==> config.mk <==
export PLATFORM = sky130hd
export DESIGN_NAME = activation_packer
export DESIGN_NICKNAME = d
export VERILOG_FILES = /design/src/rtl/activation_packer_pkg.sv /design/src/rtl/activation_packer.sv
export SDC_FILE = /design/constraint.sdc
export NUM_CORES = 1
export LEC_CHECK = 0
export BUFFER_PORTS_ARGS = -buffer_cell sky130_fd_sc_hd__buf_2
export CAP_MARGIN = 0
export CORE_ASPECT_RATIO = 0.8
export CORE_MARGIN = 4
export CORE_UTILIZATION = 40
export CTS_CLUSTER_SIZE = 28
export DETAILED_ROUTE_END_ITERATION = 8
export SLEW_MARGIN = 20
export SYNTH_ARGS = -nofsm -noshare
export SYNTH_HDL_FRONTEND = slang
export SYNTH_SLANG_ARGS = --single-unit
==> constraint.sdc <==
create_clock -name clk -period 3.9 [get_ports clk]
set_clock_uncertainty 0.2 [all_clocks]
set_input_delay 0.78 -clock clk [delete_from_list [all_inputs] [get_ports clk]]
set_output_delay 0.78 -clock clk [all_outputs]
set_load 0.02 [all_outputs]
==> src/rtl/activation_packer_pkg.sv <==
// Shared network dimensions for the output layer, the packer and the argmax predictor.
package activation_packer_pkg;
  localparam int NN_NEURON_NUMBER = 10;
  localparam int NN_RESOLUTION    = 8;
  localparam int NN_COUNT_WIDTH   = 16;
endpackage

==> src/rtl/activation_packer.sv <==
// Collects one activation per beat into a staging buffer and presents complete,
// double-buffered frames to the argmax predictor over a valid/ready handshake.
module activation_packer
  import activation_packer_pkg::*;
#(
  parameter int neuron_number = NN_NEURON_NUMBER,
  parameter int resolution    = NN_RESOLUTION,
  parameter int count_width   = NN_COUNT_WIDTH
) (
  input  logic                                clk,
  input  logic                                reset,
  input  logic                                in_valid,
  output logic                                in_ready,
  input  logic [resolution-1:0]               in_data,
  input  logic                                in_last,
  output logic                                out_valid,
  input  logic                                out_ready,
  output logic [resolution*neuron_number-1:0] output_activations,
  output logic                                frame_error,
  output logic [count_width-1:0]              frame_count
);

  localparam int CNT_W = (neuron_number > 1) ? $clog2(neuron_number) : 1;
  localparam int VEC_W = resolution * neuron_number;
  localparam logic [CNT_W-1:0] LAST_SLOT = CNT_W'(neuron_number - 1);

  logic [CNT_W-1:0]       cnt_q, cnt_d;
  logic                   staging_full_q, staging_full_d;
  logic                   out_valid_q, out_valid_d;
  logic                   frame_error_q, frame_error_d;
  logic [count_width-1:0] frame_count_q, frame_count_d;
  logic [VEC_W-1:0]       staging_q, staging_d;
  logic [VEC_W-1:0]       out_q, out_d;

  logic accept, last_slot, complete, out_hs, out_free;

  always_comb begin
    accept    = in_valid && !staging_full_q;
    last_slot = (cnt_q == LAST_SLOT);
    complete  = accept && last_slot;
    out_hs    = out_valid_q && out_ready;
    out_free  = !out_valid_q || out_ready;

    staging_d = staging_q;
    if (accept) begin
      staging_d[int'(cnt_q)*resolution +: resolution] = in_data;
    end

    cnt_d = cnt_q;
    if (accept) begin
      cnt_d = (last_slot || in_last) ? '0 : cnt_q + 1'b1;
    end

    // in_last disagreeing with the slot position is either an early end or a missing end
    frame_error_d = accept && (in_last != last_slot);

    frame_count_d = frame_count_q;
    if (out_hs) begin
      frame_count_d = frame_count_q + 1'b1;
    end

    // staging_d equals staging_q when staging is full, so one load source serves both paths
    staging_full_d = staging_full_q;
    out_valid_d    = out_valid_q;
    out_d          = out_q;
    if (staging_full_q) begin
      if (out_hs) begin
        out_d          = staging_d;
        staging_full_d = 1'b0;
      end
    end else if (complete && out_free) begin
      out_d       = staging_d;
      out_valid_d = 1'b1;
    end else if (complete) begin
      staging_full_d = 1'b1;
    end else if (out_hs) begin
      out_valid_d = 1'b0;
    end
  end

  always_ff @(posedge clk or posedge reset) begin
    if (reset) begin
      cnt_q          <= '0;
      staging_full_q <= 1'b0;
      out_valid_q    <= 1'b0;
      frame_error_q  <= 1'b0;
      frame_count_q  <= '0;
      out_q          <= '0;
    end else begin
      cnt_q          <= cnt_d;
      staging_full_q <= staging_full_d;
      out_valid_q    <= out_valid_d;
      frame_error_q  <= frame_error_d;
      frame_count_q  <= frame_count_d;
      out_q          <= out_d;
    end
  end

  always_ff @(posedge clk) begin
    staging_q <= staging_d;
  end

  assign in_ready           = !staging_full_q;
  assign out_valid          = out_valid_q;
  assign output_activations = out_q;
  assign frame_error        = frame_error_q;
  assign frame_count        = frame_count_q;

endmodule

=== Word level (Yosys, flattened, before mapping) ===
Index checks and enable logic that the tools add are counted.

* Output and inout port bits: 99
* Bits of input ports: 13
* Logic and storage cells: 43
* Register bits: 183

* Add/subtract/negate cells: 3
* Shift-type cells: 2
* Bitwise gates (word level): 1
* Equal/unequal tests: 4
* Multiplexer cells: 13
* Reductions and logical operators: 13

{| class="wikitable"
|+ Operator list
! cell !! number
|-
| $mux W80 || 4
|-
| $bwmux W80 || 1
|-
| $shift A8 B33 Y80 const A || 1
|-
| $shiftx A8 B33 Y80 || 1
|-
| $neg A7 Y33 || 1
|-
| $add A16 B1 Y16 const B || 1
|-
| $mux W1 || 7
|-
| $logic_and A1 B1 Y1 || 5
|-
| $add A4 B1 Y4 const B || 1
|-
| $eq A4 B4 Y1 const B || 1
|-
| $mux W4 || 1
|-
| $ne A2 B1 Y1 const B || 2
|-
| $reduce_bool A2 Y1 || 2
|-
| $reduce_and A3 Y1 || 1
|-
| $logic_not A1 Y1 || 2
|-
| $logic_or A1 B1 Y1 || 2
|-
| $reduce_and A2 Y1 || 1
|-
| $ne A1 B1 Y1 || 1
|-
| $not A1 Y1 || 1
|}

=== Depth between registers and ports, before layout ===
Gate-level depths: netlist of run 1.

* Depth in word-level cells: 6
* Depth in mapped cells: 9
* Gate-level depth less buffers: 7

=== Worst setup path before layout of run 1 ===
No wires, ideal clock.

* Path kind: register -> register
* From: register cnt_q[0]
* To: register out_q[67], in the netlist output_activations[67]
* Path buffers: 2
* Data required time: 3.575 ns
* Clock period less this slack: 2.488 ns
* Stages on the path, launching flop included: 9
* Path slack: 1.412 ns
* Library setup time: 0.125 ns
* Arrival time: 2.163 ns
* Cell sequence: dfrtp_1 -> inv_1 -> clkbuf_1 -> ha_1 -> and3b_1 -> o211a_1 -> buf_6 -> mux2_4 -> mux2_2

* Word-level cells in the longest chain between the ends: 6
* Elaborated cells between the ends (all ways): 13
* Classes of those cells: add/sub (1); eq/ne (1); shift (2); mux (5); reduce/logical (4)

{| class="wikitable"
|+ RTL lines
! item !! line !! RTL
|-
| start, declared || activation_packer.sv:27 || <nowiki>logic [CNT_W-1:0] cnt_q, cnt_d;</nowiki>
|-
| start signal, assigned || activation_packer.sv:90 || <nowiki>cnt_q <= cnt_d;</nowiki>
|-
| $neg A7 Y33 * || activation_packer.sv:46 || <nowiki>staging_d[int'(cnt_q)*resolution +: resolution] = in_data;</nowiki>
|-
| $shiftx A8 B33 Y80 or $shift A8 B33 Y80 (tied branches) || activation_packer.sv:46 ||
|-
| $bwmux W80 * || activation_packer.sv:46 ||
|-
| $mux W80 * || activation_packer.sv:45 || <nowiki>if (accept) begin</nowiki>
|-
| $mux W80, on equally long branches || activation_packer.sv:71, activation_packer.sv:67 ||
|-
| $mux W80 * || activation_packer.sv:66 || <nowiki>if (staging_full_q) begin</nowiki>
|-
| net out_d[67] || activation_packer.sv:33 || <nowiki>logic [VEC_W-1:0] out_q, out_d;</nowiki>
|-
| end signal, assigned || activation_packer.sv:95 || <nowiki>out_q <= out_d;</nowiki>
|-
| end, declared || activation_packer.sv:33 ||
|}

Mark *: on every way through the listed nets, which the timed path passes. The rest lies on a longest branch. The select of a mux whose other input is x is not followed.
A chain may end at the register's enable or synchronous reset.

=== Worst setup path in the final report of run 1 ===
* From: register cnt_q[0]
* To: register out_q[36], in the netlist output_activations[36]

The elaborated chain is that of the path after synthesis.

==> impl_metrics.csv, run 1 <==
group,metric,value,unit
run_status,outcome,"finished, final reports clean",
timing,grt_setup_unrepaired,"no",
clock_tree,cts_resized,0,
critical_path,worstSetupStartpoint,"cnt_q[0]",
global_routing,overflow,0,
power,leakagePower,4.33,nW
clock_tree,root_buffer,"clkbuf_16",
critical_path,crit_buf_inv,1,
job,cap_violations,0,
synth,ys_seq_area_share,58.9,%
power,powerDensity,608,nW/um^2
finish,area_delta_synth_final,18.7,%
clock_tree,hold_buffers,0,
finish,layout-drive-gt1-share,23.1,%
global_routing,grt_pass1_vias,5223,
critical_path,endpoint,"output_activations[36]",
global_routing,antenna_found_initial,0,
synth,syn_nets,712,
power,peakVddDrop,0.303,mV
synth,synth_edf_count,0,
synth,avgSynthCellArea,10.3,sq um
synth,ys.flop_type,"dfrtp_1",
synth,synth-simple-area-share,20.4,%
routing,vias_per_cell,5.26,
floorplanning,boundaryPins,112,
timing,max_freq,0.299,GHz
routing,wl_met3,1220,microns
synth,synth_xor_area_share,2.08,%
floorplanning,core_area,17400,sq um
routing,vias,5410,
global_routing,grt_max_degree,58,
routing,top_layer_used,"met4",
routing,drc_errors,0,
floorplanning,rows,43,
timing,hold_violations,0,
placement,portBuffers,111,
synth,yosysWarnings,0,
critical_path,r2r_slack,0.55,ns
global_routing,grt_first_pass_wirelength,27800,microns
timing,min_period_over_period,85.9,%
floorplanning,die_area,20000,sq um
critical_path,cp_top_family,"flip-flops",
routing,m1WireLength,8210,microns
synth,synth_fa_ha_area_share,1.59,%
critical_path,cp-end-kind,"flip-flop",
critical_path,path_class,"flip-flop to flip-flop",
critical_path,r2r-end,"output_activations[36]",
critical_path,worstPathMaxFanout,22,
critical_path,cpPeakStageDelay,0.64,ns
placement,post_dp_cell_area,7840,sq um
synth,synth_top_family_by_area,"simple AND/OR/NAND/NOR gates",
synth,synth_compound_area_share,7.88,%
timing,setup_tns,0,ns
timing,maxSlewViolCount,0,
clock_tree,clkSlewWorstSetupHoldPaths,0.06,ns
routing,totalWireLength,17300,microns
finish,finalInstanceArea,8420,sq um
critical_path,r2r_start,"cnt_q[0]",
routing,routedWlPerCell,16.9,microns
timing,slew_headroom,33.2,%
clock_tree,clkLatencyLatePin,0.43,ns
clock_tree,cts_buffers,17,
finish,instances_no_fill,1029,
synth,ys_seq_elements,183,
clock_tree,cts_setup_buffers,0,
finish,diodes,0,
placement,gp_congestion,0.801,
routing,routed-wl-met2,7730,microns
critical_path,slowest_stage,"dfrtp_1",
critical_path,arrival,3.46,ns
floorplanning,initial_utilization,40.8,%
routing,dr.pass1.iters,5,
min_path,hold_class,"input port to asynchronous set/reset pin",
floorplanning,fp.dieH,127,microns
timing,worst_pin_slew,1.00,ns
critical_path,startpoint_type,"flip-flop",
critical_path,critical_path_depth,6,
synth,synthDistinctLibCells,43,
placement,dp_cells,997,
synth,async_reset_ff_share,56.3,%
timing,final.min_clock_period,3.35,ns
clock_tree,htree_levels,4,
synth,syn_area,7100,sq um
clock_tree,clock_sinks,183,
clock_tree,cts_buffer_depth,2,
clock_tree,cts_tree,"done",
global_routing,grt_usage,17.7,%
timing,setup_violations,0,
finish,fin_nets,813,
synth,syn_inst,690,
critical_path,rr_worst_depth,6,
floorplanning,die_w,157,microns
critical_path,cp_data_required_time,4.01,ns
synth,synth_mux_area_share,5.92,%
routing,initialDrtViolationCount,511,
critical_path,path_cells,"inv_1 -> ha_1 -> nor3_1 -> o2111a_1 -> mux2_4 -> mux2_2",
routing,antenna_left,0,
placement,dp_hpwl,12000,microns
-- synthesized netlist by cell type (6+ instances only) --
library cell / instances / area, sq um
and3_1: 11 / 68.8
nand2b_1: 21 / 131
mux2_2: 16 / 180
xor2_1: 6 / 52.6
buf_2: 12 / 60.1
ha_1: 9 / 113
nand4_1: 12 / 75.1
inv_1: 14 / 52.6
or4_1: 8 / 60.1
nor2_1: 62 / 233
a31oi_1: 56 / 350
nand3_1: 41 / 205
dfrtp_1: 103 / 2580
dfxtp_1: 80 / 1600
o21ai_0: 21 / 105
xnor2_1: 9 / 78.8
mux2_4: 16 / 240
clkbuf_1: 19 / 71.3
nand2_1: 129 / 484
-- kinds of logic (layout without fill, tap and decap cells) --
family	count (synthesis)	after routing
and+or+nand+nor	311	311
DFF	183	183
AOI/OAI and AO/OA	89	89
buffers and inverters	50	164
muxes	32	32
xor gates and xnor gates	16	16
adders and majority gates	9	9
-- registers in the layout (all words and copies together) (netlist names) --
register	flops
staging_full_q	1
output_activations	80
frame_error	1
frame_count	16
staging_q	80
cnt_q	4
out_valid	1
-- per-stage QoR --
step / setup slack (ns) / hold slack (ns) / power (mW) / utilization (%)
2_1_floorplan: 0.216 / 0.211 / 3.08 / -
3_3_place_gp: 0.785 / 0.219 / 3.44 / 45.1
3_5_place_dp: 0.628 / 0.230 / 3.48 / 45.1
4_1_cts: 0.595 / 0.244 / 5.17 / 48.5
5_1_grt: 0.336 / 0.266 / 5.38 / 48.5
6_report: 0.550 / 0.241 / 5.12 / 48.5
-- area by class of cell --
| type | instances | area, sq um |
|---|---|---|
| clock buffer | 22 | 454 |
| tap | 225 | 282 |
| multi-input combinational | 457 | 2690 |
| sequential | 183 | 4180 |
| clock inverter | 10 | 124 |
| inverter | 14 | 55.1 |
| fill | 1601 | 8960 |
| timing repair buffer | 118 | 633 |
-- cells in the final DEF (no fill, tap or decap), types with 12 or more instances in the layout --
cell type | Yosys | final
buf_2 | 12 | 111
dfxtp_1 | 80 | 80
nand3_1 | 41 | 41
mux2_2 | 16 | 16
o21ai_0 | 21 | 21
clkbuf_16 | 0 | 17
inv_1 | 14 | 13
nor2_1 | 62 | 62
mux2_4 | 16 | 16
dfrtp_1 | 103 | 103
nand2_1 | 129 | 129
nand4_1 | 12 | 12
nand2b_1 | 21 | 21
a31oi_1 | 56 | 56
-- power breakdown --
part	leakage, nW	internal, mW	switching (mW)
combinational	1.98	0.376	0.673
sequential	2.07	2.21	0.175
clock	0.274	0.965	0.719
total	4.33	3.55	1.57
-- how the worst min path moves through the flow --
stage,end,cells past startpoint
after floorplan,staging_q[24],2
after global placement,staging_q[45],2
after detailed placement,staging_q[31],2
after CTS,staging_q[29],2
after global routing,staging_q[75],2
final,output_activations[68],2
-- metal layers --
metal  track usage, %  up-vias
met1             25.5     2645
met4             4.69        0
met5                0        -
met3             4.88       14
li1                 -     2582
met2             26.4      169
Power figures use the tool's default switching activity.
==> run 2, diff against run 1 <==
--- a/config.mk
+++ b/config.mk
@@ -12,6 +12,7 @@
 export CORE_UTILIZATION = 40
 export CTS_CLUSTER_SIZE = 28
 export DETAILED_ROUTE_END_ITERATION = 8
+export REMOVE_ABC_BUFFERS = 1
 export SLEW_MARGIN = 20
 export SYNTH_ARGS = -nofsm -noshare
 export SYNTH_HDL_FRONTEND = slang
==> constraint.sdc (replaced) <==
create_clock -name clk -period 3.9 [get_ports clk]
set_clock_uncertainty 0.2 [all_clocks]
set_input_delay 0.585 -clock clk [delete_from_list [all_inputs] [get_ports clk]]
set_output_delay 0.585 -clock clk [all_outputs]
set_load 0.02 [all_outputs]
==> impl_metrics.csv, run 2 (synthesis results as in run 1) <==
group,metric,value,unit
critical_path,worstPathMaxFanout,19,
global_routing,grt_usage,17.5,%
timing,max_freq,0.310,GHz
timing,final.min_clock_period,3.23,ns
routing,drc_errors,0,
critical_path,cp-end-kind,"flip-flop",
floorplanning,die_area,20000,sq um
power,p_seq_share,47.1,%
floorplanning,initial_utilization,40.8,%
routing,antenna_left,0,
placement,dp_slack,0.741,ns
global_routing,grt_first_pass_wirelength,27400,microns
global_routing,grt-busiest-layer,"met2",
finish,area_delta_synth_final,18.4,%
run_status,outcome,"finished, final reports clean",
floorplanning,fp.dieH,127,microns
global_routing,grt_max_degree,86,
routing,routedWlPerCell,16.4,microns
clock_tree,cts_tree,"done",
power,internal-power,3.50,mW
critical_path,r2r_start,"cnt_q[0]",
critical_path,worstSetupStartpoint,"cnt_q[0]",
finish,diodes,0,
clock_tree,clock_sinks,183,
global_routing,use_met1,24.6,%
job,cap_violations,0,
power,switching_share,30.9,%
clock_tree,cts_buffer_depth,2,
floorplanning,rows,43,
routing,totalWireLength,16900,microns
placement,gp_congestion,0.811,
global_routing,use_met3,4.10,%
power,powerDensity,602,nW/um^2
routing,initialDrtViolationCount,333,
placement,post_dp_cell_area,7840,sq um
clock_tree,cts_buffers,17,
critical_path,rr_worst_depth,7,
critical_path,arrival,3.33,ns
timing,setup_slack,0.674,ns
global_routing,overflow,0,
timing,worst_pin_slew,1.02,ns
critical_path,path_class,"flip-flop to flip-flop",
timing,hold_violations,0,
timing,setup_violations,0,
finish,fin_nets,814,
routing,dr.pass1.iters,5,
power,p_switching,1.56,mW
finish,layout-drive-gt1-share,23.5,%
floorplanning,die_w,157,microns
clock_tree,htree_levels,4,
timing,slew_headroom,31.7,%
critical_path,cp_data_required_time,4.00,ns
placement,portBuffers,111,
critical_path,r2r_slack,0.67,ns
routing,vias_per_cell,5.09,
clock_tree,cts_resized,0,
finish,layout_common_cells,"129 x nand2_1, 111 x buf_2, 103 x dfrtp_1, 80 x dfxtp_1, 62 x nor2_1",
timing,worst_hold_slack,0.117,ns
power,leakagePower,4.31,nW
power,pwr-share-clk,32.1,%
clock_tree,clkLatencyLatePin,0.43,ns
critical_path,r2r-end,"output_activations[37]",
global_routing,grt_pass1_vias,5284,
clock_tree,clkSlewWorstSetupHoldPaths,0.06,ns
power,combPwrFrac,20.8,%
global_routing,antenna_found_initial,0,
floorplanning,core_area,17400,sq um
clock_tree,root_buffer,"clkbuf_16",
routing,vias,5240,
timing,grt_setup_unrepaired,"no",
placement,dp_hpwl,11600,microns
global_routing,gr-usage-met2,26.5,%
power,peakVddDrop,0.338,mV
critical_path,startpoint_type,"flip-flop",
finish,finalInstanceArea,8400,sq um
floorplanning,boundaryPins,112,
timing,maxSlewViolCount,0,
min_path,hold_class,"input port to asynchronous set/reset pin",
clock_tree,hold_buffers,0,
finish,final_common_cell,"nand2_1",
clock_tree,cts_setup_buffers,0,
timing,min_period_over_period,82.7,%
-- run 2: power by group through the flow --
stage / registers, mW / clock network [mW] / logic [mW]
2_1_floorplan: 2.64 / 0 / 0.421
3_3_place_gp: 2.41 / 0 / 1.04
3_5_place_dp: 2.42 / 0 / 1.06
4_1_cts: 2.39 / 1.66 / 1.07
5_1_grt: 2.42 / 1.74 / 1.16
6_report: 2.38 / 1.62 / 1.05
-- run 2: routing by layer --
layer | share of wire, % | wire, microns
met4 | 0.72 | 121
met2 | 45 | 7620
met5 | 0 | 0
met1 | 48 | 8080
met3 | 6.4 | 1080
-- run 2: how the worst max path moves through the flow --
stage	endpoint	slack, ns	cells after the start
2_1_floorplan	output_activations[32]	-0.12	4
3_3_place_gp	output_activations[38]	0.87	7
3_5_place_dp	output_activations[39]	0.74	7
4_1_cts	output_activations[37]	0.70	7
5_1_grt	output_activations[72]	0.38	7
6_report	output_activations[37]	0.67	7
-- run 2: critical path, cell delays in order, from the launching register on --
cell and delay (ns):
dfrtp_1 0.64, nor3_1 0.17, ha_1 0.34, and3b_1 0.29, buf_4 0.23, o2111a_1 0.59
mux2_4 0.36, mux2_2 0.28
-- run 2: layout make-up --
| cell class | count | area, sq um |
|---|---|---|
| Fill cell | 1656 | 8980 |
| Sequential cell | 183 | 4180 |
| Multi-Input combinational cell | 457 | 2690 |
| Inverter | 14 | 57.6 |
| Clock buffer | 21 | 460 |
| Timing Repair Buffer | 119 | 628 |
| Clock inverter | 11 | 101 |
| Tap cell | 225 | 282 |
-- run 2: through the flow --
step	power, mW	setup TNS [ns]	utilization (%)	cells
floorplan	3.06	-1.96	-	654
global placement	3.45	0	45.1	998
detailed placement	3.48	0	45.1	998
CTS	5.11	0	48.3	1030
global route	5.33	0	48.3	1030
finish	5.06	0	48.3	1030
==> run 3, diff against run 2 <==
==> constraint.sdc (replaced) <==
create_clock -name clk -period 3.3 [get_ports clk]
set_clock_uncertainty 0.2 [all_clocks]
set_input_delay 0.495 -clock clk [delete_from_list [all_inputs] [get_ports clk]]
set_output_delay 0.495 -clock clk [all_outputs]
set_load 0.02 [all_outputs]
==> impl_metrics.csv, run 3 (synthesis results as in run 1) <==
group,metric,value,unit
job,cap_violations,0,
floorplanning,fp.dieH,127,microns
min_path,holdPathStages,3,
min_path,hold_class,"input port to flip-flop",
global_routing,use_met1,25.7,%
timing,setup_tns,0,ns
placement,gp_congestion,0.795,
critical_path,worstPathMaxFanout,8,
timing,worst_pin_slew,0.761,ns
floorplanning,core_area,17400,sq um
clock_tree,clkSlewWorstSetupHoldPaths,0.07,ns
critical_path,arrival,2.90,ns
power,switching_share,29.7,%
global_routing,grt_first_pass_wirelength,27900,microns
critical_path,startpoint_type,"flip-flop",
power,combPwrFrac,20.3,%
finish,fin_nets,825,
floorplanning,boundaryPins,112,
finish,num-fill-cells,1626,
power,p_seq_share,45.1,%
critical_path,worstSetupStartpoint,"cnt_q[1]",
global_routing,grt_max_degree,56,
global_routing,antenna_found_initial,0,
global_routing,grt_usage,17.8,%
routing,vias,5386,
routing,initialDrtViolationCount,463,
clock_tree,cts_tree,"done",
timing,min_period_over_period,84.7,%
clock_tree,cts_buffers,17,
global_routing,overflow,0,
power,p_switching,1.85,mW
timing,final.min_clock_period,2.80,ns
run_status,outcome,"finished, final reports clean",
global_routing,use_met3,4.00,%
floorplanning,die_w,157,microns
finish,diodes,0,
global_routing,gr-usage-met2,27.0,%
timing,slew_headroom,49.1,%
routing,antenna_left,0,
timing,max_freq,0.358,GHz
critical_path,cp_data_required_time,3.41,ns
power,pwr-share-clk,34.5,%
power,internal-power,4.38,mW
critical_path,r2r_slack,0.50,ns
placement,portBuffers,111,
clock_tree,clkLatencyLatePin,0.42,ns
routing,vias_per_cell,5.17,
power,powerDensity,728,nW/um^2
critical_path,rr_worst_depth,6,
routing,drc_errors,0,
critical_path,r2r-end,"output_activations[37]",
critical_path,cp-end-kind,"flip-flop",
timing,grt_setup_unrepaired,"no",
floorplanning,rows,43,
floorplanning,die_area,20000,sq um
clock_tree,cts_setup_buffers,0,
finish,layout-drive-gt1-share,24.4,%
clock_tree,cts_buffer_depth,2,
clock_tree,root_buffer,"clkbuf_16",
critical_path,r2r_start,"cnt_q[1]",
power,peakVddDrop,0.355,mV
placement,dp_hpwl,11700,microns
clock_tree,clock_sinks,183,
power,leakagePower,4.41,nW
clock_tree,cts_resized,0,
floorplanning,initial_utilization,40.8,%
routing,routedWlPerCell,16.5,microns
finish,area_delta_synth_final,20.5,%
routing,dr.pass1.iters,6,
routing,totalWireLength,17200,microns
finish,instances_no_fill,1041,
clock_tree,htree_levels,4,
finish,final_common_cell,"nand2_1",
critical_path,endpoint,"output_activations[37]",
placement,dp_cells,1008,
timing,setup_violations,0,
min_path,min_from,"out_ready",
timing,hold_violations,0,
finish,layout_common_cells,"129 x nand2_1, 111 x buf_2, 103 x dfrtp_1, 80 x dfxtp_1, 62 x nor2_1",
global_routing,grt-busiest-layer,"met2",
timing,maxSlewViolCount,0,
critical_path,path_class,"flip-flop to flip-flop",
global_routing,grt_pass1_vias,5327,
clock_tree,hold_buffers,1,
-- run 3: cell types whose count changed in the layout (fill, tap and decap cells not counted), sizes merged --
cell         delta
clkinv          +1
inv             +1
buf            +10
bufinv          +3
dlygate4sd3     +1
clkinvlp        -5
-- run 3: critical path, stage by stage, from the launching register on --
cell and delay (ns):
dfrtp_1 0.47, inv_1 0.13, ha_1 0.28, xnor2_2 0.35, o2111a_1 0.62, mux2_4 0.35, mux2_2 0.27
-- run 3: worst min-delay path by stage --
stage                     slack, ns             to
after floorplan                0.21  staging_q[24]
after global placement         0.22  staging_q[24]
after detailed placement       0.23  staging_q[25]
after CTS                      0.19      out_valid
after global routing           0.23      out_valid
final                          0.21      out_valid
-- run 3: stage by stage --
step / hold WS (ns) / power [mW] / instance area [sq um] / utilization (%) / setup WS (ns)
3_5_place_dp: 0.228 / 4.13 / 7910 / 45.5 / 0.547
5_1_grt: 0.226 / 6.55 / 8550 / 49.2 / 0.317
3_3_place_gp: 0.220 / 4.09 / 7910 / 45.5 / 0.600
4_1_cts: 0.191 / 6.31 / 8550 / 49.2 / 0.526
6_report: 0.214 / 6.23 / 8550 / 49.2 / 0.504
2_1_floorplan: 0.211 / 3.62 / 6920 / - / -0.723
-- run 3: cell type report --
type                            instances  area [sq um]  share of cell area, %
Multi-Input combinational cell        457          2690                   31.5
Sequential cell                       183          4180                   48.9
Tap cell                              225           282                   3.29
Clock inverter                         11           171                   2.00
Inverter                               14          55.1                  0.644
Clock buffer                           21           460                   5.38
Timing Repair Buffer                  130           713                   8.34
-- run 3: metal layers --
layer / routed length, microns / vias up
li1: - / 2600
met1: 8200 / 2622
met2: 7680 / 149
met3: 1100 / 15
met4: 184 / 0
met5: 0 / -
-- run 3: power groups by stage --
stage | clock (mW) | sequential, mW | combinational, mW
floorplan | 0 | 3.12 | 0.498
global placement | 0 | 2.84 | 1.24
detailed placement | 0 | 2.85 | 1.27
CTS | 2.21 | 2.81 | 1.28
global route | 2.30 | 2.86 | 1.39
finish | 2.15 | 2.81 | 1.27
